### src/rtl/hazard_pkg.sv
// Shared types for the pipeline hazard controller: FSM state encoding and the
// default register-address width.
package hazard_pkg;

    localparam int unsigned RegwDefault = 5;

    typedef enum logic [1:0] {
        StRun     = 2'd0,
        StMdWait  = 2'd1,
        StMemWait = 2'd2
    } hz_state_e;

endpackage

### src/rtl/hazard_detect.sv
// Combinational load-use compare between the IF/ID sources and a load sitting
// in ID/EX.
module hazard_detect
    import hazard_pkg::*;
#(
    parameter int unsigned REGW = RegwDefault
) (
    input  logic [REGW-1:0] id_rs1_i,
    input  logic [REGW-1:0] id_rs2_i,
    input  logic            id_use_rs1_i,
    input  logic            id_use_rs2_i,
    input  logic [REGW-1:0] ex_rd_i,
    input  logic            ex_memread_i,
    input  logic            ex_regwrite_i,
    output logic            load_use_o
);

    logic rs1_hit;
    logic rs2_hit;

    assign rs1_hit = id_use_rs1_i && (id_rs1_i == ex_rd_i);
    assign rs2_hit = id_use_rs2_i && (id_rs2_i == ex_rd_i);

    // x0 is hardwired, so a load targeting it never creates a dependency.
    assign load_use_o = ex_memread_i && ex_regwrite_i && (ex_rd_i != '0) && (rs1_hit || rs2_hit);

endmodule

### src/rtl/hazard_ctrl.sv
// Pipeline hazard controller: load-use bubbles, branch flushes, multi-cycle
// mul/div freeze with timeout, and data-memory wait freeze.
module hazard_ctrl
    import hazard_pkg::*;
#(
    parameter int unsigned REGW       = RegwDefault,
    parameter int unsigned MD_TIMEOUT = 64,
    parameter int unsigned CNTW       = 16
) (
    input  logic            clk,
    input  logic            rst_n,
    input  logic [REGW-1:0] id_rs1,
    input  logic [REGW-1:0] id_rs2,
    input  logic            id_use_rs1,
    input  logic            id_use_rs2,
    input  logic [REGW-1:0] ex_rd,
    input  logic            ex_memread,
    input  logic            ex_regwrite,
    input  logic            ex_br_taken,
    input  logic            ex_md_start,
    input  logic            md_done,
    input  logic            mem_wait,
    output logic            pc_en,
    output logic            ifid_en,
    output logic            idex_en,
    output logic            exmem_en,
    output logic            ifid_flush,
    output logic            idex_flush,
    output logic            md_err,
    output logic [CNTW-1:0] stall_cnt
);

    localparam int unsigned TW = (MD_TIMEOUT > 1) ? $clog2(MD_TIMEOUT) : 1;
    localparam logic [TW-1:0] TimerLast = TW'(MD_TIMEOUT - 1);

    hz_state_e       state_q, state_d;
    hz_state_e       prev_q, prev_d;
    hz_state_e       eff_st;
    logic [TW-1:0]   timer_q, timer_d;
    logic            md_err_q, md_err_d;
    logic [CNTW-1:0] stall_q, stall_d;
    logic            load_use;
    logic            freeze;
    logic            run_eval;

    hazard_detect #(
        .REGW (REGW)
    ) u_detect (
        .id_rs1_i      (id_rs1),
        .id_rs2_i      (id_rs2),
        .id_use_rs1_i  (id_use_rs1),
        .id_use_rs2_i  (id_use_rs2),
        .ex_rd_i       (ex_rd),
        .ex_memread_i  (ex_memread),
        .ex_regwrite_i (ex_regwrite),
        .load_use_o    (load_use)
    );

    // Once mem_wait drops, behave as the remembered state within the same cycle.
    assign eff_st = (state_q == StMemWait) ? prev_q : state_q;

    always_comb begin
        state_d    = state_q;
        prev_d     = prev_q;
        timer_d    = timer_q;
        md_err_d   = md_err_q;
        freeze     = 1'b0;
        run_eval   = 1'b0;
        pc_en      = 1'b1;
        ifid_en    = 1'b1;
        idex_en    = 1'b1;
        exmem_en   = 1'b1;
        ifid_flush = 1'b0;
        idex_flush = 1'b0;

        if (mem_wait) begin
            freeze  = 1'b1;
            state_d = StMemWait;
            prev_d  = eff_st;
        end else begin
            case (eff_st)
                StMdWait: begin
                    if (md_done) begin
                        run_eval = 1'b1;
                        state_d  = StRun;
                        timer_d  = '0;
                    end else if (timer_q == TimerLast) begin
                        freeze   = 1'b1;
                        md_err_d = 1'b1;
                        state_d  = StRun;
                        timer_d  = '0;
                    end else begin
                        freeze   = 1'b1;
                        timer_d  = timer_q + 1'b1;
                    end
                end
                default: begin
                    run_eval = 1'b1;
                    state_d  = ex_md_start ? StMdWait : StRun;
                    timer_d  = '0;
                end
            endcase
        end

        if (freeze) begin
            pc_en    = 1'b0;
            ifid_en  = 1'b0;
            idex_en  = 1'b0;
            exmem_en = 1'b0;
        end else if (run_eval) begin
            if (ex_br_taken) begin
                ifid_flush = 1'b1;
                idex_flush = 1'b1;
            end else if (load_use) begin
                pc_en      = 1'b0;
                ifid_en    = 1'b0;
                idex_flush = 1'b1;
            end
        end

        if (!rst_n) begin
            pc_en      = 1'b0;
            ifid_en    = 1'b0;
            idex_en    = 1'b0;
            exmem_en   = 1'b0;
            ifid_flush = 1'b1;
            idex_flush = 1'b1;
        end
    end

    assign stall_d = (!pc_en && (stall_q != '1)) ? stall_q + 1'b1 : stall_q;

    always_ff @(posedge clk or negedge rst_n) begin
        if (!rst_n) begin
            state_q  <= StRun;
            prev_q   <= StRun;
            timer_q  <= '0;
            md_err_q <= 1'b0;
            stall_q  <= '0;
        end else begin
            state_q  <= state_d;
            prev_q   <= prev_d;
            timer_q  <= timer_d;
            md_err_q <= md_err_d;
            stall_q  <= stall_d;
        end
    end

    assign md_err    = md_err_q;
    assign stall_cnt = stall_q;

endmodule

### config.mk
export PLATFORM = sky130hd
export DESIGN_NAME = hazard_ctrl
export DESIGN_NICKNAME = d
export VERILOG_FILES = /design/src/rtl/hazard_pkg.sv /design/src/rtl/hazard_detect.sv /design/src/rtl/hazard_ctrl.sv
export SDC_FILE = /design/constraint.sdc
export NUM_CORES = 1
export LEC_CHECK = 0
export CORE_MARGIN = 3
export CORE_UTILIZATION = 46
export CTS_CLUSTER_DIAMETER = 150
export DETAILED_ROUTE_END_ITERATION = 10
export PLACE_DENSITY = 0.92
export SLEW_MARGIN = 25
export SYNTH_ARGS = -nofsm -noshare
export SYNTH_HDL_FRONTEND = slang
export SYNTH_SLANG_ARGS = --single-unit
### constraint.sdc
create_clock -name clk -period 2.4 [get_ports clk]
set_clock_uncertainty 0.15 [all_clocks]
set_input_delay 0.24 -clock clk [delete_from_list [all_inputs] [get_ports clk]]
set_output_delay 0.24 -clock clk [all_outputs]
set_load 0.005 [all_outputs]
==> flow_summary.yaml, run 1 <==
layout:
  syn2layout_area_growth_pct: 41.75
  drive_above_1_share: 0.1359
  antenna_cells: 0
  stdcell_area_um2: 2128
  fin_cells: 250
  n_fill_cell: 248
  design.final.nets: 234
timing:
  tightest_slew_ns: 0.3366
  slew_viol_final: 0
  setup_violations: 0
  finalCritPeriodShare: 0.9747
  hold_viol: 0
  fmax_mhz: 427.5
  slew_headroom: 0.7756
  period_minus_slack_ns: 2.339
  fin_hold_ws_ns: 0.2586
critical_path:
  r2r_cells: 6
  endpoint: "idex_flush"
  crit_path_start: "state_q[0]"
  r2r_end: "stall_cnt[1]"
  worst_r2r_startpoint: "stall_cnt[2]"
  critPathKind: "flip-flop to output pin"
  cp_data_required_time_ns: 2.01
  r2r_slack_ns: 0.31
  endpoint_kind: "output pin"
  worstPathArrival_ns: 1.95
  worstSetupStartpointType: "flip-flop"
  worstPathMaxFanout: 4
clocking:
  path_clk_slew_ns: 0.14
  htreeDepth: 1
  cts_tree: "done"
  clk_latency_ns: 0.32
  cts_buffer_depth: 2
  clkSinkCount: 27
  holdBufCountCts: 0
  cts_buffers: 3
  root_buffer: "clkbuf_4"
synthesis:
  synth_common_cells: "dfrtp_1, xnor2_1, and3_1, nand3_1, nand2_1"
  synth.area.top_cells: "dfrtp_1, xnor2_1, and3_1, nand3_1, nand2_1"
  avgSynthCellArea_um2: 10.14
  ys.warnings.count: 0
  syn_area_um2: 1501
  yosys_most_used_dff: "dfrtp_1"
  synth_top_area_share: 0.4500
  seq_area_frac_synth: 0.4500
  synth_cells: 148
  synth.most_common_cell: "dfrtp_1"
  synth_edf_count: 0
  synth_seq_cells: 27
  synth-async-reset-ratio: 1.000
  ys_types: 37
  synth_top_area_cell: "dfrtp_1"
  syn-num-nets: 175
detailed_routing:
  highest_layer: "met4"
  vias: 1320
  via_per_inst: 5.280
  drc: 0
  finalWirelength_mm: 3.459
  drt-met1-wl_mm: 1.453
  drt_iter0_drc: 31
  wl_met3_um: 217
  wl_per_cell_um: 13.84
  first_pass_iters: 4
  antenna_left: 0
  met2_length_mm: 1.740
global_route:
  grt.overflow.total: 0
  grt_max_degree: 28
  grt_pass1_wl_mm: 6.072
  grt_use_total: 0.1896
  antenna_found_initial: 0
  grt_pass1_vias: 1411
floorplan:
  pin_count: 48
  die_y_um: 63.13
  die_w_um: 63.13
  dieArea_um2: 3985
  fp-row-count: 20
  initial_core_util: 0.4878
  core-area_um2: 3078
status:
  outcome: "complete, no violations"
placed_design:
  dp_hpwl_mm: 2.699
  routabilityCongestion: 0.8108
  dp.cells: 244
  placed_area_um2: 2064
  port_buffers: 47
power:
  powerDensity_nw_per_um2: 560.0
  power.leakage_nw: 0.9535
  ir_drop_mv: 0.2922
run:
  cap_violations: 0
min_path:
  hp-class: "primary input to asynchronous set/reset pin"
-- sequential cells by signal (all words and copies together), names as in the netlist --
signal / count
md_err: 1
prev_q: 2
timer_q: 6
stall_cnt: 16
state_q: 2
-- metrics by stage --
stage	worst slack, ns	utilization	TNS [ns]	total power, W
floorplan	0.5342	-	0	0.0007656
global placement	-0.2024	0.6707	-0.7481	0.0009836
detailed placement	-0.2431	0.6707	-0.9519	0.0009961
CTS	0.009976	0.6850	0	0.001191
global route	-0.005371	0.6915	-0.005371	0.001265
finish	0.06067	0.6915	0	0.001192
-- layer usage --
metal  vias up  global-route usage
met5         -                   0
met4         0             0.06061
met3         5             0.03743
met2        44              0.3399
met1       632              0.2262
li1        639                   -
-- where the power goes --
group	total, W	switching (W)	internal, W
combinational	0.000402	0.000150	0.000252
sequential	0.000592	0.0000726	0.000520
clock	0.000198	0.000133	0.0000652
total	0.00119	0.000355	0.000837
-- critical path, cell delays in order, from the launching register on --
cell and delay [ns]:
dfrtp_1 0.44, or2_2 0.32, o221a_4 0.25, nand2_1 0.07, nand2_1 0.06, a31o_2 0.21, dlygate4sd2_1 0.26
-- cells by family after synthesis --
group | share of synthesized area
buffers and inverters | 0.03750
AND/OR/NAND/NOR | 0.2417
adder cells (fa/ha/maj) | 0.01666
multiplexers | 0.01500
XOR/XNOR | 0.1633
flip-flops | 0.4500
AO/OA/AOI/OAI | 0.07585
-- repair_timing --
action	in CTS	in global routing
pin swaps	0	1
gates cloned	0	0
endpoints found under the setup margin	4	3
buffers inserted	1	1
gates resized for setup	6	3
-- area by class of cell --
class	instances	area (µm²)	share of cell area
Clock buffer	4	26.28	0.01235
Inverter	5	18.77	0.008818
Multi-Input combinational cell	111	794.5	0.3733
Sequential cell	27	675.6	0.3175
Tap cell	44	55.05	0.02587
Timing Repair Buffer	59	558.0	0.2622
-- worst min-delay path by stage --
stage | slack (ns) | cells after the start | from | to
final | 0.26 | 2 | rst_n | stall_cnt[13]
after global routing | 0.28 | 2 | rst_n | stall_cnt[13]
after CTS | 0.25 | 2 | rst_n | stall_cnt[13]
after detailed placement | 0.31 | 1 | md_err | md_err
after global placement | 0.29 | 1 | md_err | md_err
after floorplan | -0.21 | 0 | rst_n | md_err
-- cells in the final DEF, fill, tap and decap left out, types with 2 or more instances in the layout --
cell | synthesis | final
a21oi_1 | 2 | 2
mux2_2 | 2 | 2
dlygate4sd2_1 | 0 | 4
and3_1 | 13 | 13
nand2_1 | 12 | 11
clkdlybuf4s50_1 | 0 | 42
inv_1 | 5 | 5
and2_1 | 2 | 2
xor2_1 | 2 | 2
and4_1 | 2 | 2
or2_2 | 2 | 2
xnor2_1 | 26 | 26
nor2b_1 | 2 | 2
nand3_1 | 13 | 13
ha_1 | 2 | 2
nand4_1 | 5 | 5
dfrtp_1 | 27 | 27
o21ai_0 | 2 | 2
clkbuf_4 | 0 | 3
buf_4 | 3 | 12
nor2_1 | 7 | 7
Power figures use the tool's default switching activity.
==> run 2, diff against run 1 <==
Settings changed: PLACE_DENSITY 0.92 to 0.91, SYNTH_HIERARCHICAL from default to 1.
==> run 2 against run 1 <==
Compared with the run above:
- flip-flop and latch count is the same
- via count rose by 3.4%
- first-iteration DRC count rose to 2.8 times the previous value
- critical endpoint is now ifid_en
- routed wire length increased by 13%
- highest routed layer unchanged
- critical path depth rose by 1
==> flow_summary.yaml, run 2 <==
floorplan:
  fp-row-count: 20
  pin_count: 48
  initial_core_util: 0.4908
  die_w_um: 63.77
  core-area_um2: 3128
  dieArea_um2: 4067
  die_y_um: 63.77
timing:
  fmax_mhz: 431.0
  hold_viol: 0
  tightest_slew_ns: 0.3443
  setup_violations: 0
  setup_tns_ns: 0
  finalCritPeriodShare: 0.9666
  slew_viol_final: 0
  slew_headroom: 0.7704
  period_minus_slack_ns: 2.320
clocking:
  cts_buffers: 3
  cts_buffer_depth: 2
  path_clk_slew_ns: 0.14
  cts_tree: "done"
  holdBufCountCts: 0
  clkSinkCount: 27
  root_buffer: "clkbuf_4"
  htreeDepth: 1
  clk_latency_ns: 0.32
detailed_routing:
  via_per_inst: 5.230
  drc: 0
  antenna_left: 0
  wl_per_cell_um: 14.95
  vias: 1365
  drt_iter0_drc: 86
  first_pass_iters: 6
  finalWirelength_mm: 3.903
layout:
  stdcell_area_um2: 2207
  n_fill_cell: 246
  utilization: 0.7056
  design.final.nets: 245
  final_common_cell: "clkdlybuf4s50_1"
  antenna_cells: 0
  syn2layout_area_growth_pct: 43.77
  largest_reg_flops: 16
  final_cell_mix: "clkdlybuf4s50_1, dfrtp_1, buf_4"
  drive_above_1_share: 0.1613
power:
  power.leakage_nw: 0.9923
  ir_drop_mv: 0.4823
  powerDensity_nw_per_um2: 559.9
  power.total_w: 0.001236
synthesis:
  ys_types: 36
  synth_top_family_by_area: "simple AND/OR/NAND/NOR gates"
  yosys_most_used_dff: "dfrtp_1"
  synth_cells: 154
  synth_edf_count: 0
  synth_top_area_share: 0.4401
  synth_compound_area_frac: 0.1108
  synth_seq_cells: 27
  ys.warnings.count: 6
  synth.area.mux_share: 0.03178
  seq_area_frac_synth: 0.4401
  synth-async-reset-ratio: 1.000
  synthXorXnorAreaFrac: 0.1312
  synth.area.top_cells: "dfrtp_1, xor2_1, xnor2_1, nand3_1, nor2_1"
  synth_common_cells: "dfrtp_1, nor2_1, xor2_1"
  synth.most_common_cell: "dfrtp_1"
  avgSynthCellArea_um2: 9.969
  syn-num-nets: 181
  syn_area_um2: 1535
  synthAdderAreaFrac: 0.01630
  synth_top_area_cell: "dfrtp_1"
  synthSimpleGateAreaFrac: 0.2380
global_route:
  top_usage_layer: "met2"
  grt_pass1_vias: 1446
  grt_use_total: 0.2107
  grt.overflow.total: 0
  grt_max_degree: 28
  use_met1: 0.2446
  grt_pass1_wl_mm: 6.748
  use_met2: 0.3924
  antenna_found_initial: 0
  grtUsageMet3: 0.03866
critical_path:
  critPathKind: "primary input to output pin"
  worstPathArrival_ns: 1.93
  crit_path_start: "ex_rd[2]"
  worst_r2r_startpoint: "state_q[0]"
  cp_data_required_time_ns: 2.01
  worstPathMaxFanout: 3
  endpoint_kind: "output pin"
  worstSetupStartpointType: "primary input"
run:
  cap_violations: 0
status:
  outcome: "complete, no violations"
placed_design:
  dp_hpwl_mm: 2.973
  placed_area_um2: 2121
  port_buffers: 47
  routabilityCongestion: 0.8235
min_path:
  hp-class: "primary input to asynchronous set/reset pin"
==> run 2: changes by cell type in the layout (fill, tap and decap cells not counted), sizes merged, moves of 4 or more <==
cell           previous run  this run
xnor2                    26        10
xor2                      2        13
and3                     13         4
clkdlybuf4s50            42        33
nor2                      7        13
nor3                      0         5
buf                      12        16
nand2b                    1         5
o21ai                     2         6
==> run 2: worst max-delay path, stage by stage <==
cell,delay (ns)
dlygate4sd2_1,0.26
or4_4,0.48
o211ai_2,0.18
a21oi_2,0.05
a211o_1,0.32
nor2_2,0.14
dlygate4sd2_1,0.25
==> run 2: area by class of cell <==
cell class	instances	area (µm²)	share of cell area
Inverter	5	18.77	0.008503
Clock buffer	4	26.28	0.01190
Sequential cell	27	675.6	0.3061
Tap cell	44	55.05	0.02494
Multi-Input combinational cell	118	857.1	0.3883
Timing Repair Buffer	63	574.3	0.2602
==> run 2: stage by stage <==
stage | worst slack, ns | instances | hold slack (ns)
6_report | 0.08006 | 261 | 0.1901
5_1_grt | -0.007866 | 261 | 0.1917
4_1_cts | -0.04814 | 258 | 0.2058
3_5_place_dp | -0.5573 | 253 | 0.3244
3_3_place_gp | -0.4950 | 253 | 0.2981
2_1_floorplan | 0.1615 | 154 | -0.2056
==> run 2: logic make-up after synthesis <==
kind of cell / count (synthesis)
XOR/XNOR: 23
multiplexers: 4
flip-flops: 27
buffers and inverters: 9
AND/OR/NAND/NOR: 65
adder cells (fa/ha/maj): 2
AO/OA/AOI/OAI: 24
==> run 2: worst paths after layout <==
path                                 endpoint  slack [ns]  cells past startpoint
worst max-delay path                  ifid_en        0.08                      7
worst min-delay path               state_q[1]        0.19                      2
worst max register to register  stall_cnt[15]        0.24                      6
worst min register to register         md_err        0.35                      2
max in group asynchronous       stall_cnt[12]        1.66                      2
min in group clk                       md_err        0.35                      2
==> run 2: per-layer routing <==
metal  wire length [µm]  share of wire
met3                106          0.027
met5                  0              0
met2               2068           0.53
met4                 22         0.0056
met1               1706           0.44
==> run 2: power by group <==
group | internal [W] | leakage (nW) | switching, W
logic | 0.000261 | 0.623 | 0.000153
clock network | 0.0000651 | 0.0150 | 0.000135
registers | 0.000525 | 0.354 | 0.0000966
==> run 2: repair_timing <==
item	in CTS	in global routing
pin swaps	10	10
hold endpoints to repair	0	0
setup endpoints to repair	14	8
gates resized for setup	16	14
buffers inserted	1	4
==> run 3, diff against run 2 <==
Settings changed: CORE_UTILIZATION 46 to 47, DONT_BUFFER_PORTS from default to 1, PLACE_DENSITY 0.91 to 0.74.
==> run 3 against run 2 <==
Compared with the run above:
- routed wire length decreased by 16%
- register-to-register slack improved by 0.03 ns
- design area decreased by 26%
- critical path depth decreased by 1
- clock power decreased by 4%
- global-route usage decreased by 3.8 points
- first-iteration DRC count decreased by 33%
- die area decreased by 1.9%
- critical path type unchanged
- fmax increased by 5.4%
- cell count decreased by 22%
- sequential share of layout area increased by 10 points
==> flow_summary.yaml, run 3 (same netlist as run 2, synthesis figures left out) <==
status:
  outcome: "complete, no violations"
timing:
  setup_violations: 0
  finalCritPeriodShare: 0.9169
  slew_viol_final: 0
  period_minus_slack_ns: 2.200
  setup_tns_ns: 0
  slew_headroom: 0.7320
  fmax_mhz: 454.4
  rsz0062_at_grt: "no"
  hold_viol: 0
  tightest_slew_ns: 0.3994
clocking:
  path_clk_slew_ns: 0.14
  cts_tree: "done"
  cts_buffer_depth: 2
  clk_latency_ns: 0.32
  cts_buffers: 3
  clkSinkCount: 27
  root_buffer: "clkbuf_4"
  htreeDepth: 1
  cts_resized: 0
detailed_routing:
  via_per_inst: 5.704
  finalWirelength_mm: 3.287
  drc: 0
  antenna_left: 0
  drt_iter0_drc: 58
  wl_per_cell_um: 16.19
  vias: 1158
  first_pass_iters: 4
global_route:
  grt_pass1_vias: 1169
  grt_max_degree: 28
  grt.overflow.total: 0
  antenna_found_initial: 0
  grt_use_total: 0.1724
  grt_pass1_wl_mm: 5.499
placed_design:
  routabilityCongestion: 0.8722
  placed_area_um2: 1568
  dp_hpwl_mm: 2.550
  port_buffers: 0
layout:
  stdcell_area_um2: 1644
  final_cell_mix: "dfrtp_1, nor2_1, xor2_1"
  syn2layout_area_growth_pct: 7.091
  design.final.nets: 187
  n_fill_cell: 287
  final_common_cell: "dfrtp_1"
  largest_reg_flops: 16
  utilization: 0.5341
  drive_above_1_share: 0.06918
  antenna_cells: 0
critical_path:
  critPathKind: "primary input to output pin"
  cp_cell_sequence: "or4_1 -> o211ai_2 -> a21oi_1 -> a211o_1 -> nor2_1 -> buf_4"
  worstPathArrival_ns: 1.81
  cp_data_required_time_ns: 2.01
  worstPathMaxFanout: 4
  cp_num_buf_inv: 1
  cp_slowest_cell: "or4_1"
  cp_slowest_stage_delay_ns: 0.55
  worstSetupStartpointType: "primary input"
  crit_family: "simple AND/OR/NAND/NOR gates"
  endpoint_kind: "output pin"
floorplan:
  dieArea_um2: 3988
  die_w_um: 63.15
  core-area_um2: 3078
  die_y_um: 63.15
  initial_core_util: 0.4988
  fp-row-count: 20
  pin_count: 48
min_path:
  hp-class: "primary input to flip-flop"
power:
  powerDensity_nw_per_um2: 637.5
  ir_drop_mv: 0.5628
  power.leakage_nw: 0.7157
run:
  cap_violations: 0
==> run 3: cell count changes in the layout (fill, tap and decap cells not counted), moves of 2 or more <==
| cell | delta |
|---|---|
| clkdlybuf4s50_1 | -33 |
| buf_4 | -15 |
| dlygate4sd2_1 | -7 |
| clkbuf_2 | -3 |
| dlygate4sd3_1 | +3 |
| dlymetal6s2s_1 | -3 |
| nor2_1 | +2 |
| nor2_2 | -2 |
| nor4_1 | +2 |
==> run 3: final timing paths <==
path	startpoint	end	slack [ns]	cells after the start
setup / recovery	ex_rd[2]	pc_en	0.20	6
hold / removal	mem_wait	timer_q[2]	0.05	2
setup reg to reg	state_q[0]	stall_cnt[14]	0.27	5
hold reg to reg	md_err	md_err	0.37	2
max in group asynchronous	rst_n	stall_cnt[3]	1.77	2
min in group asynchronous	rst_n	timer_q[2]	0.18	2
==> run 3: power breakdown <==
part | switching [W] | total [W] | internal [W] | leakage (nW)
Combinational | 0.000100 | 0.000222 | 0.000122 | 0.347
Sequential | 0.000110 | 0.000634 | 0.000524 | 0.354
Clock | 0.000127 | 0.000192 | 0.0000650 | 0.0150
==> run 3: worst register-to-register path: cells and delay by family (launching register included) <==
kind | cells | cell delay [ns]
AND/OR/NAND/NOR | 3 | 0.77
flip-flops | 1 | 0.45
multiplexers | 1 | 0.36
AO/OA/AOI/OAI | 1 | 0.31
==> run 3: routing by layer <==
| layer | vias up | global-route usage | wire [µm] |
|---|---|---|---|
| met5 | - | 0 | 0 |
| met4 | 0 | 0.03306 | 19 |
| li1 | 555 | - | - |
| met3 | 2 | 0.06595 | 191 |
| met1 | 571 | 0.1924 | 1314 |
| met2 | 30 | 0.3109 | 1762 |
==> run 3: cell type report <==
type | instances | area [µm²] | area share
multi-input combinational | 118 | 810.8 | 0.4931
tap | 44 | 55.05 | 0.03349
sequential | 27 | 675.6 | 0.4110
clock buffer | 4 | 26.28 | 0.01598
inverter | 5 | 18.77 | 0.01142
timing repair buffer | 5 | 57.56 | 0.03501
==> run 3: through the flow <==
| stage | setup WS (ns) | power [W] | hold slack [ns] | cells |
|---|---|---|---|---|
| after floorplan | 0.1615 | 0.0007953 | -0.2056 | 154 |
| after global placement | 0.1762 | 0.0008310 | -0.2049 | 195 |
| after detailed placement | 0.08709 | 0.0008455 | -0.2049 | 195 |
| after CTS | 0.2296 | 0.001062 | 0.03198 | 203 |
| after global routing | 0.1367 | 0.001111 | 0.04264 | 203 |
| final | 0.1995 | 0.001048 | 0.04799 | 203 |
==> run 3: timing repair <==
item                                   CTS  global route
hold buffers                             4             0
setup endpoints to repair                0             0
setup buffers                            0             0
endpoints found under the hold margin   35             0
